--- config.mk ---
export PLATFORM = sky130hd
export DESIGN_NAME = mul_seq_ctrl
export DESIGN_NICKNAME = d
export VERILOG_FILES = /design/src/rtl/mul_seq_ctrl.sv
export SDC_FILE = /design/constraint.sdc
export NUM_CORES = 1
export LEC_CHECK = 0
export ABC_CLOCK_PERIOD_IN_PS = 23900
export CAP_MARGIN = 30
export CORE_UTILIZATION = 25
export CTS_CLUSTER_DIAMETER = 120
export DETAILED_ROUTE_END_ITERATION = 7
export PLACE_DENSITY = 0.48
export SLEW_MARGIN = 10
export SYNTH_ARGS = -nofsm -noshare
export SYNTH_HDL_FRONTEND = slang
export SYNTH_SLANG_ARGS = --single-unit
--- constraint.sdc ---
create_clock -name clk -period 23.9 [get_ports clk]
set_clock_uncertainty 0.1 [all_clocks]
set_input_delay 2.39 -clock clk [delete_from_list [all_inputs] [get_ports clk]]
set_output_delay 2.39 -clock clk [all_outputs]
set_load 0.05 [all_outputs]
--- src/rtl/mul_seq_ctrl.sv ---
// Iterative shift-add multiply sequencer for the EX stage: freezes the front end
// and bubbles EX/MEM while the low DATA_W bits of a*b are accumulated chunk by chunk.
module mul_seq_ctrl #(
  parameter int DATA_W = 32,
  parameter int STEPS  = 4
) (
  input  logic              clk,
  input  logic              arst_n,
  input  logic              mul_valid_ID_EX,
  input  logic              kill,
  input  logic [DATA_W-1:0] operand_a,
  input  logic [DATA_W-1:0] operand_b,
  output logic              pc_write,
  output logic              IF_ID_write,
  output logic              ID_EX_write,
  output logic              EX_MEM_bubble,
  output logic [DATA_W-1:0] mul_result,
  output logic              mul_result_valid,
  output logic              busy
);

  localparam int CHUNK = DATA_W / STEPS;
  localparam int CNT_W = (STEPS > 1) ? $clog2(STEPS) : 1;
  localparam int PP_W  = DATA_W + CHUNK;

  typedef enum logic [1:0] {IDLE, BUSY, DONE} state_t;

  state_t             state_q, state_d;
  logic [DATA_W-1:0]  a_q, b_q, acc;
  logic [CNT_W-1:0]   cnt;

  logic               start;
  logic               stall;
  logic               last_step;
  logic [31:0]        shift_amt;
  logic [CHUNK-1:0]   b_chunk;
  logic [PP_W-1:0]    partial;
  logic [PP_W-1:0]    partial_sh;
  logic [DATA_W-1:0]  acc_next;

  // One CHUNK-wide slice of b per step, weighted by its bit position.
  always_comb begin
    shift_amt  = 32'(cnt) * 32'(CHUNK);
    b_chunk    = b_q[shift_amt +: CHUNK];
    partial    = {{CHUNK{1'b0}}, a_q} * {{DATA_W{1'b0}}, b_chunk};
    partial_sh = partial << shift_amt;
    acc_next   = acc + partial_sh[DATA_W-1:0];
  end

  always_comb begin
    start     = (state_q == IDLE) && mul_valid_ID_EX && !kill;
    stall     = start || (state_q == BUSY);
    last_step = (cnt == CNT_W'(STEPS - 1));
    state_d   = state_q;
    case (state_q)
      IDLE:    if (start) state_d = BUSY;
      BUSY:    if (last_step) state_d = DONE;
      DONE:    state_d = IDLE;
      default: state_d = IDLE;
    endcase
    if (kill) state_d = IDLE;
  end

  always_ff @(posedge clk or negedge arst_n) begin
    if (!arst_n) begin
      state_q <= IDLE;
    end else begin
      state_q <= state_d;
    end
  end

  // kill freezes the datapath so acc keeps whatever it had reached.
  always_ff @(posedge clk or negedge arst_n) begin
    if (!arst_n) begin
      a_q <= '0;
      b_q <= '0;
      acc <= '0;
      cnt <= '0;
    end else if (start) begin
      a_q <= operand_a;
      b_q <= operand_b;
      acc <= '0;
      cnt <= '0;
    end else if ((state_q == BUSY) && !kill) begin
      acc <= acc_next;
      cnt <= cnt + CNT_W'(1);
    end
  end

  assign pc_write         = !stall;
  assign IF_ID_write      = !stall;
  assign ID_EX_write      = !stall;
  assign EX_MEM_bubble    = stall;
  assign mul_result       = acc;
  assign mul_result_valid = (state_q == DONE);
  assign busy             = (state_q != IDLE);

endmodule

==> results of run 1 <==
tightest hold or removal path: stages, from the launching register on:
cell and delay (ns):
dfrtp_1 0.35, nand2_1 0.05, nand2_1 0.05
cell usage after synthesis (all sizes together), types with 9 or more instances:
| master | count | share of area [%] |
|---|---|---|
| a211oi | 12 | 0.79 |
| a21o | 25 | 1.5 |
| a21oi | 50 | 2.0 |
| and2 | 146 | 7.2 |
| buf | 13 | 0.51 |
| clkbuf | 49 | 1.5 |
| dfrtp | 100 | 20 |
| fa | 157 | 25 |
| ha | 75 | 7.4 |
| inv | 161 | 4.8 |
| mux2i | 12 | 0.95 |
| mux4 | 9 | 1.7 |
| nand2 | 315 | 9.4 |
| nand3 | 12 | 0.48 |
| nor2 | 44 | 1.3 |
| nor2b | 35 | 1.7 |
| o21a | 11 | 0.65 |
| o21ai | 64 | 2.6 |
| o21bai | 11 | 0.65 |
| xnor2 | 40 | 2.8 |
| xor2 | 22 | 1.6 |
state kept, by name, summed over array words and instances, names as in the netlist:
register	cells
cnt	2
b_q	32
a_q	32
mul_result	32
state_q	2
cell type report:
cell class	count	share of cell area, %
well taps	664	5.66
flip-flops and latches	100	17.1
inverters	161	4.12
multi-input cells	1129	63.2
clock buffers	9	1.54
clock inverters	7	0.640
repair buffers	118	7.81
metal layers:
metal | part of all wire [%] | routed length, um | vias up
li1 | - | - | 4764
met4 | 2.0 | 688 | 0
met3 | 3.8 | 1330 | 35
met5 | 0 | 0 | -
met1 | 47 | 16400 | 4901
met2 | 47 | 16700 | 180
worst min-delay path by stage:
stage                  from  endpoint
floorplan           b_q[10]   b_q[10]
global placement    b_q[28]   b_q[28]
detailed placement   b_q[9]    b_q[9]
CTS                  b_q[9]    b_q[9]
global route         b_q[9]    b_q[9]
finish               b_q[9]    b_q[9]
metrics by stage:
stage	utilization, %	std cells	instance area [um2]	hold slack [ns]	setup WS, ns
after detailed placement	29.1	2172	14400	0.357	14.74
after CTS	29.7	2188	14700	0.377	14.74
final	29.7	2188	14700	0.375	14.79
after global routing	29.7	2188	14700	0.395	14.18
after floorplan	-	1452	12600	0.337	15.91
after global placement	29.1	2172	14400	0.354	14.89
placed cells by master, fill, tap and decap left out, drive strengths merged, types with 12 or more instances in the layout:
cell type / Yosys / layout
and2: 146 / 146
buf: 13 / 14
clkdlybuf4s50: 0 / 104
a211oi: 12 / 12
xor2: 22 / 22
fa: 157 / 157
nor2b: 35 / 35
nand3: 12 / 12
mux2i: 12 / 12
dfrtp: 100 / 100
xnor2: 40 / 40
a21oi: 50 / 50
nor2: 44 / 44
o21ai: 64 / 64
a21o: 25 / 25
ha: 75 / 75
inv: 161 / 166
nand2: 315 / 315
kinds of logic after synthesis:
| kind of cell | Yosys count | share of synthesized area [%] |
|---|---|---|
| and+or+nand+nor | 596 | 22.5 |
| adders and majority gates | 232 | 32.4 |
| buffers and inverters | 223 | 6.76 |
| AOI/OAI and AO/OA | 215 | 11.1 |
| DFF | 100 | 19.8 |
| xor gates and xnor gates | 63 | 4.54 |
| muxes | 23 | 2.83 |
==> flow_summary.toml, run 1 <==
[route]
vias_per_cell = 4.52
drc_errors = 0
drt_iter0_drc = 545
drt-total-wl_um = 35100
antenna_left = 0
dr.pass1.iters = 5
num_vias = 9880
wl_per_cell_um = 16.0

[worst_setup_path]
r2r-end = "mul_result[31]"
required_ns = 24.13
crit_path_end_kind = "register"
startpoint = "cnt[0]"
slowest_stage = "dfrtp_1"
crit_path_end = "mul_result[31]"
slowest_delay_ns = 0.74
critPathTopFamily = "compound AO/OA/AOI/OAI gates"
startpoint_type = "register"
r2r_slack_ns = 14.79
crit_arrival_ns = 9.34
r2r-start = "cnt[0]"
path_buf_inv = 4
path_max_fanout = 28
worst-setup-path-type = "register to register"
r2r_cells = 30
path_depth = 30

[placement]
io_buffers = 105
gp_congestion = 0.845
place_hpwl_um = 27000

[global_routing]
grt_overflow = 0
grt_pass1_wl_um = 57900
busiest_layer = "met2"
grt_max_degree = 68
use_met1_pct = 19.4
gr-usage-met2_pct = 23.9
grt_usage_pct = 14.6
antenna_found_initial = 0
grt_pass1_vias = 10508
met3_usage_pct = 2.72

[logic_synthesis]
synth-seq-cells = 100
yosys_warnings = 0
synth.avg_cell_area_um2 = 8.69
syn_inst = 1452
synth_area_um2 = 12600
synth_seq_area_share_pct = 19.8
async_flop_share_pct = 100
synth_edf_count = 0
synth_nets = 1752
synthFlopType = "dfrtp_1"
ys_types = 68

[timing]
min_period_over_period_pct = 38.1
slew_violations = 0
slew_headroom_pct = 41.4
rsz0062_at_grt = "false"
period_needed_ns = 9.11
tns_ns = 0
tightest_slew_ns = 0.879
hold_viol = 0
report.final.setup_viol = 0
timing.fmax_ghz = 0.110

[die]
num_rows = 81
core_area_um2 = 49400
dieWidth_um = 227
die-area_um2 = 51300
num_io_pins = 106
chipHeight_um = 227
initial_core_util_pct = 25.6

[clock_network]
tritoncts = "built"
cts_hold_buf = 0
post-cts-setup-buffers = 0
ctsResizeCount = 0
cts.sinks = 100
clockBufferDepth = 2
ctsHtreeMaxLevel = 3
clk_pin_slew_ns = 0.09
cts_buffers = 9
clkLatencyLatePin_ns = 0.40
root_buffer = "clkbuf_16"

[run_status]
status = "finished, final reports clean"

[finish]
layout-drive-gt1-share_pct = 3.81
fill_cells = 5285
nNetsFinal = 1819
multiInputGateArea_um2 = 9270
num_antenna_cells = 0
syn_to_final_growth_pct = 16.3
seqCellArea_um2 = 2500

[flow_run]
cap_violations = 0

[hold_path]
hold_class = "register to register"
hold_depth = 2
Power of run 1 is left out: the tool's default activity adds up to more than one toggle a clock period on the data nets, which glitch-free logic cannot reach.
==> run 2, diff against run 1 <==
- ABC_CLOCK_PERIOD_IN_PS: 23900 -> 9100
- clock period: 23.9 -> 9.1 ns (I/O delays scaled with it)
==> run 2 against run 1 <==
Effect of this change:
- clock-buffer cell count stayed put
- cell count is 0.59% higher
- final area is 1.1% higher
- worst hold slack hardly changed
- sequential share of layout area is 0.16 points lower
- first-iteration DRC count is 5.5% higher
- critical path depth is 3 lower
- highest routed layer unchanged
- flip-flop and latch count stayed put
- global-route usage is 0.21 points lower
- fmax is 6.8% higher
- largest cell class unchanged
- die area stayed put
==> flow_summary.toml, run 2 (synthesized netlist as in run 1, its figures left out) <==
[run_status]
status = "finished, final reports clean"

[route]
vias_per_cell = 4.56
drt_iter0_drc = 575
drt-total-wl_um = 36500
num_vias = 10036
wl_per_cell_um = 16.6
drc_errors = 0
dr.pass1.iters = 6
antenna_left = 0

[finish]
layout_commonest_cell = "nand2_1"
fill_cells = 5242
nNetsFinal = 1832
layout-drive-gt1-share_pct = 4.55
final_cell_mix = "nand2_1 (314), inv_1 (161), fa_1 (157)"
syn_to_final_growth_pct = 17.6
num_antenna_cells = 0
final_core_util_pct = 30.1

[timing]
report.final.setup_viol = 0
tns_ns = 0
min_period_over_period_pct = 93.7
period_needed_ns = 8.52
timing.fmax_ghz = 0.117
tightest_slew_ns = 0.862
hold_viol = 0
rsz0062_at_grt = "false"
slew_headroom_pct = 42.5
slew_violations = 0

[worst_setup_path]
critPathTopFamily = "compound AO/OA/AOI/OAI gates"
cp_common_cell = "fa_1"
r2r-start = "cnt[1]"
r2r-end = "mul_result[31]"
required_ns = 9.31
path_buf_inv = 2
path_depth = 27
slowest_delay_ns = 0.71
startpoint_type = "register"
worst-setup-path-type = "register to register"
crit_arrival_ns = 8.73
crit_path_end_kind = "register"
r2r_cells = 27
r2r_slack_ns = 0.58
path_max_fanout = 13
slowest_stage = "dfrtp_1"
startpoint = "cnt[1]"

[die]
core_area_um2 = 49400
num_rows = 81
die-area_um2 = 51300
num_io_pins = 106
chipHeight_um = 227
dieWidth_um = 227
initial_core_util_pct = 25.6

[clock_network]
clkLatencyLatePin_ns = 0.38
clk_pin_slew_ns = 0.08
clockBufferDepth = 2
cts.sinks = 100
cts_buffers = 9
root_buffer = "clkbuf_16"
ctsHtreeMaxLevel = 3
tritoncts = "built"

[global_routing]
grt_pass1_wl_um = 57200
grt_max_degree = 68
antenna_found_initial = 0
grt_usage_pct = 14.4
grt_pass1_vias = 10317
grt_overflow = 0

[hold_path]
worstHoldEndpoint = "b_q[25]"
hold_depth = 2
hp-start = "b_q[25]"
hold_class = "register to register"

[placement]
place_hpwl_um = 27300
gp_congestion = 0.876
io_buffers = 105

[flow_run]
cap_violations = 0
-- run 2: cell types whose count changed in the layout (fill, tap and decap cells not counted), sizes merged --
cell    delta
buf       +10
clkinv     +1
inv        -1
mux4       +3
-- run 2: through the flow --
stage	setup WS, ns	area, um2	std cells	hold slack [ns]
floorplan	1.11	12600	1452	0.337
global placement	0.199	14400	2176	0.350
detailed placement	0.0923	14400	2177	0.360
CTS	0.0423	14700	2193	0.378
finish	0.578	14800	2201	0.375
global route	0.0430	14800	2201	0.389
-- run 2: worst max-delay path by stage --
| stage | end |
|---|---|
| 5_1_grt | mul_result[31] |
| 2_1_floorplan | mul_result[31] |
| 3_5_place_dp | mul_result[31] |
| 3_3_place_gp | mul_result[31] |
| 6_report | mul_result[31] |
| 4_1_cts | mul_result[31] |
-- run 2: area by class of cell --
cell class              instances  area (um2)  share of cell area, %
clock buffers                   9         225                   1.52
repair buffers                128        1250                   8.42
well taps                     664         831                   5.60
inverters                     161         604                   4.07
flip-flops and latches        100        2510                   16.9
clock inverters                 7        67.6                  0.456
multi-input cells            1132        9350                   63.0
-- run 2: repair_timing --
item                                    in CTS  in global routing
buffers inserted                             0                  4
endpoints found under the setup margin       0                  5
gates resized for setup                      0                  3
hold buffers                                 0                  0
-- run 2: metal layers --
metal	GRT usage [%]	share of wire [%]
met5	0	0
met4	3.55	1.2
met3	2.27	3.4
met2	23.4	48
met1	19.7	48
-- run 2: worst reg2reg max path, delay by kind of cell (launching register included) --
kind | cells | cell delay, ns
compound gates | 14 | 3.33
xor+xnor | 1 | 0.12
flops | 1 | 0.71
fa+ha+maj | 6 | 2.88
simple gates | 1 | 0.27
buf+inv | 2 | 0.09
mux | 3 | 0.95
Power of run 2 is left out for the same reason.
==> run 3, diff against run 2 <==
- MAX_ROUTING_LAYER: not set -> met4
==> run 3 against run 2 <==
Effect of this change:
- first-iteration DRC count increased by 0.70%
- non-clock buffer count did not move
- fmax increased by 0.12%
- worst hold slack about the same
- flip-flop and latch count stayed put
- register-to-register slack about the same
- sequential share of layout area unchanged
- setup slack better by 0.0099 ns
- wire length is essentially flat
==> flow_summary.toml, run 3 (synthesized netlist as in run 1, its figures left out) <==
[run_status]
status = "finished, final reports clean"

[route]
vias_per_cell = 4.55
antenna_left = 0
num_vias = 10025
wl_per_cell_um = 16.6
drt-total-wl_um = 36500
dr.pass1.iters = 5
drc_errors = 0
drt_iter0_drc = 579

[global_routing]
grt_pass1_vias = 10301
antenna_found_initial = 0
grt_max_degree = 68
grt_pass1_wl_um = 57200
grt_usage_pct = 14.8
grt_overflow = 0

[timing]
period_needed_ns = 8.51
slew_headroom_pct = 41.0
report.final.setup_viol = 0
slew_violations = 0
tightest_slew_ns = 0.885
timing.fmax_ghz = 0.117
tns_ns = 0
rsz0062_at_grt = "false"
min_period_over_period_pct = 93.5
hold_viol = 0

[die]
die-area_um2 = 51300
core_area_um2 = 49400
num_rows = 81
initial_core_util_pct = 25.6
chipHeight_um = 227
dieWidth_um = 227
num_io_pins = 106

[finish]
syn_to_final_growth_pct = 17.6
num_antenna_cells = 0
layout_commonest_cell = "nand2_1"
nNetsFinal = 1832
fin_area_um2 = 14800
final_cell_mix = "nand2_1 (314), inv_1 (161), fa_1 (157)"
fill_cells = 5242
layout-drive-gt1-share_pct = 4.55

[placement]
io_buffers = 105
gp_congestion = 0.890
placement.cell_area_um2 = 14400
place_hpwl_um = 27300

[clock_network]
tritoncts = "built"
ctsHtreeMaxLevel = 3
cts_buffers = 9
cts_hold_buf = 0
clk_pin_slew_ns = 0.08
clkLatencyLatePin_ns = 0.38
clockBufferDepth = 2
cts.sinks = 100
root_buffer = "clkbuf_16"

[worst_setup_path]
required_ns = 9.31
startpoint_type = "register"
worst-setup-path-type = "register to register"
path_max_fanout = 13
startpoint = "cnt[1]"
r2r-start = "cnt[1]"
crit_path_end_kind = "register"
crit_arrival_ns = 8.72

[hold_path]
hold_class = "register to register"
hp-start = "b_q[25]"

[flow_run]
cap_violations = 0
run 3: layout make-up:
class	count	area, um2	share of cell area (%)
well taps	664	831	5.60
multi-input cells	1132	9350	63.0
clock buffers	9	225	1.52
flip-flops and latches	100	2510	16.9
repair buffers	128	1250	8.42
inverters	161	604	4.07
clock inverters	7	67.6	0.456
run 3: timing repair:
| item | in CTS | in global routing |
|---|---|---|
| setup endpoints to repair | 0 | 5 |
| buffers inserted | 0 | 4 |
| resized for setup | 0 | 3 |
run 3: path summary, 6_finish.rpt:
path | endpoint | slack [ns] | cells past startpoint
worst max-delay path | mul_result[31] | 0.59 | 27
worst min-delay path | b_q[25] | 0.37 | 2
worst max register to register | mul_result[31] | 0.59 | 27
worst min register to register | b_q[25] | 0.37 | 2
max in group asynchronous | a_q[15] | 7.55 | 3
min in group asynchronous | mul_result[22] | 0.40 | 1
run 3: routing by layer:
metal	up-vias	wire (um)	track usage, %
met3	26	1240	2.15
met1	5019	17600	19.8
met4	0	469	3.55
li1	4801	-	-
met2	179	17300	23.4
met5	-	0	-
run 3: worst max-delay path: stages (launching register included):
cell       delay [ns]
dfrtp_1          0.70
mux4_2           0.57
and2_1           0.25
fa_1             0.52
fa_1             0.54
fa_1             0.54
inv_1            0.05
fa_1             0.53
inv_1            0.04
ha_1             0.38
a2111oi_4        0.36
o21ai_0          0.19
a21oi_2          0.28
a21oi_1          0.12
a21oi_1          0.18
xor2_1           0.12
o21a_1           0.19
o21ai_0          0.30
ha_1             0.37
a21o_1           0.20
a21o_1           0.17
a221oi_1         0.30
o31ai_2          0.19
a221o_1          0.39
a2111oi_2        0.35
o21ai_1          0.11
mux2i_1          0.17
mux2i_1          0.20
run 3: per-stage QoR:
stage	std cells	hold slack (ns)	util [%]	setup WS, ns
6_report	2201	0.375	30.1	0.587
3_5_place_dp	2177	0.360	29.2	0.0923
5_1_grt	2201	0.389	30.1	0.0430
4_1_cts	2193	0.378	29.8	0.0423
2_1_floorplan	1452	0.337	-	1.11
3_3_place_gp	2176	0.350	29.1	0.199
Power of run 3 is left out for the same reason.
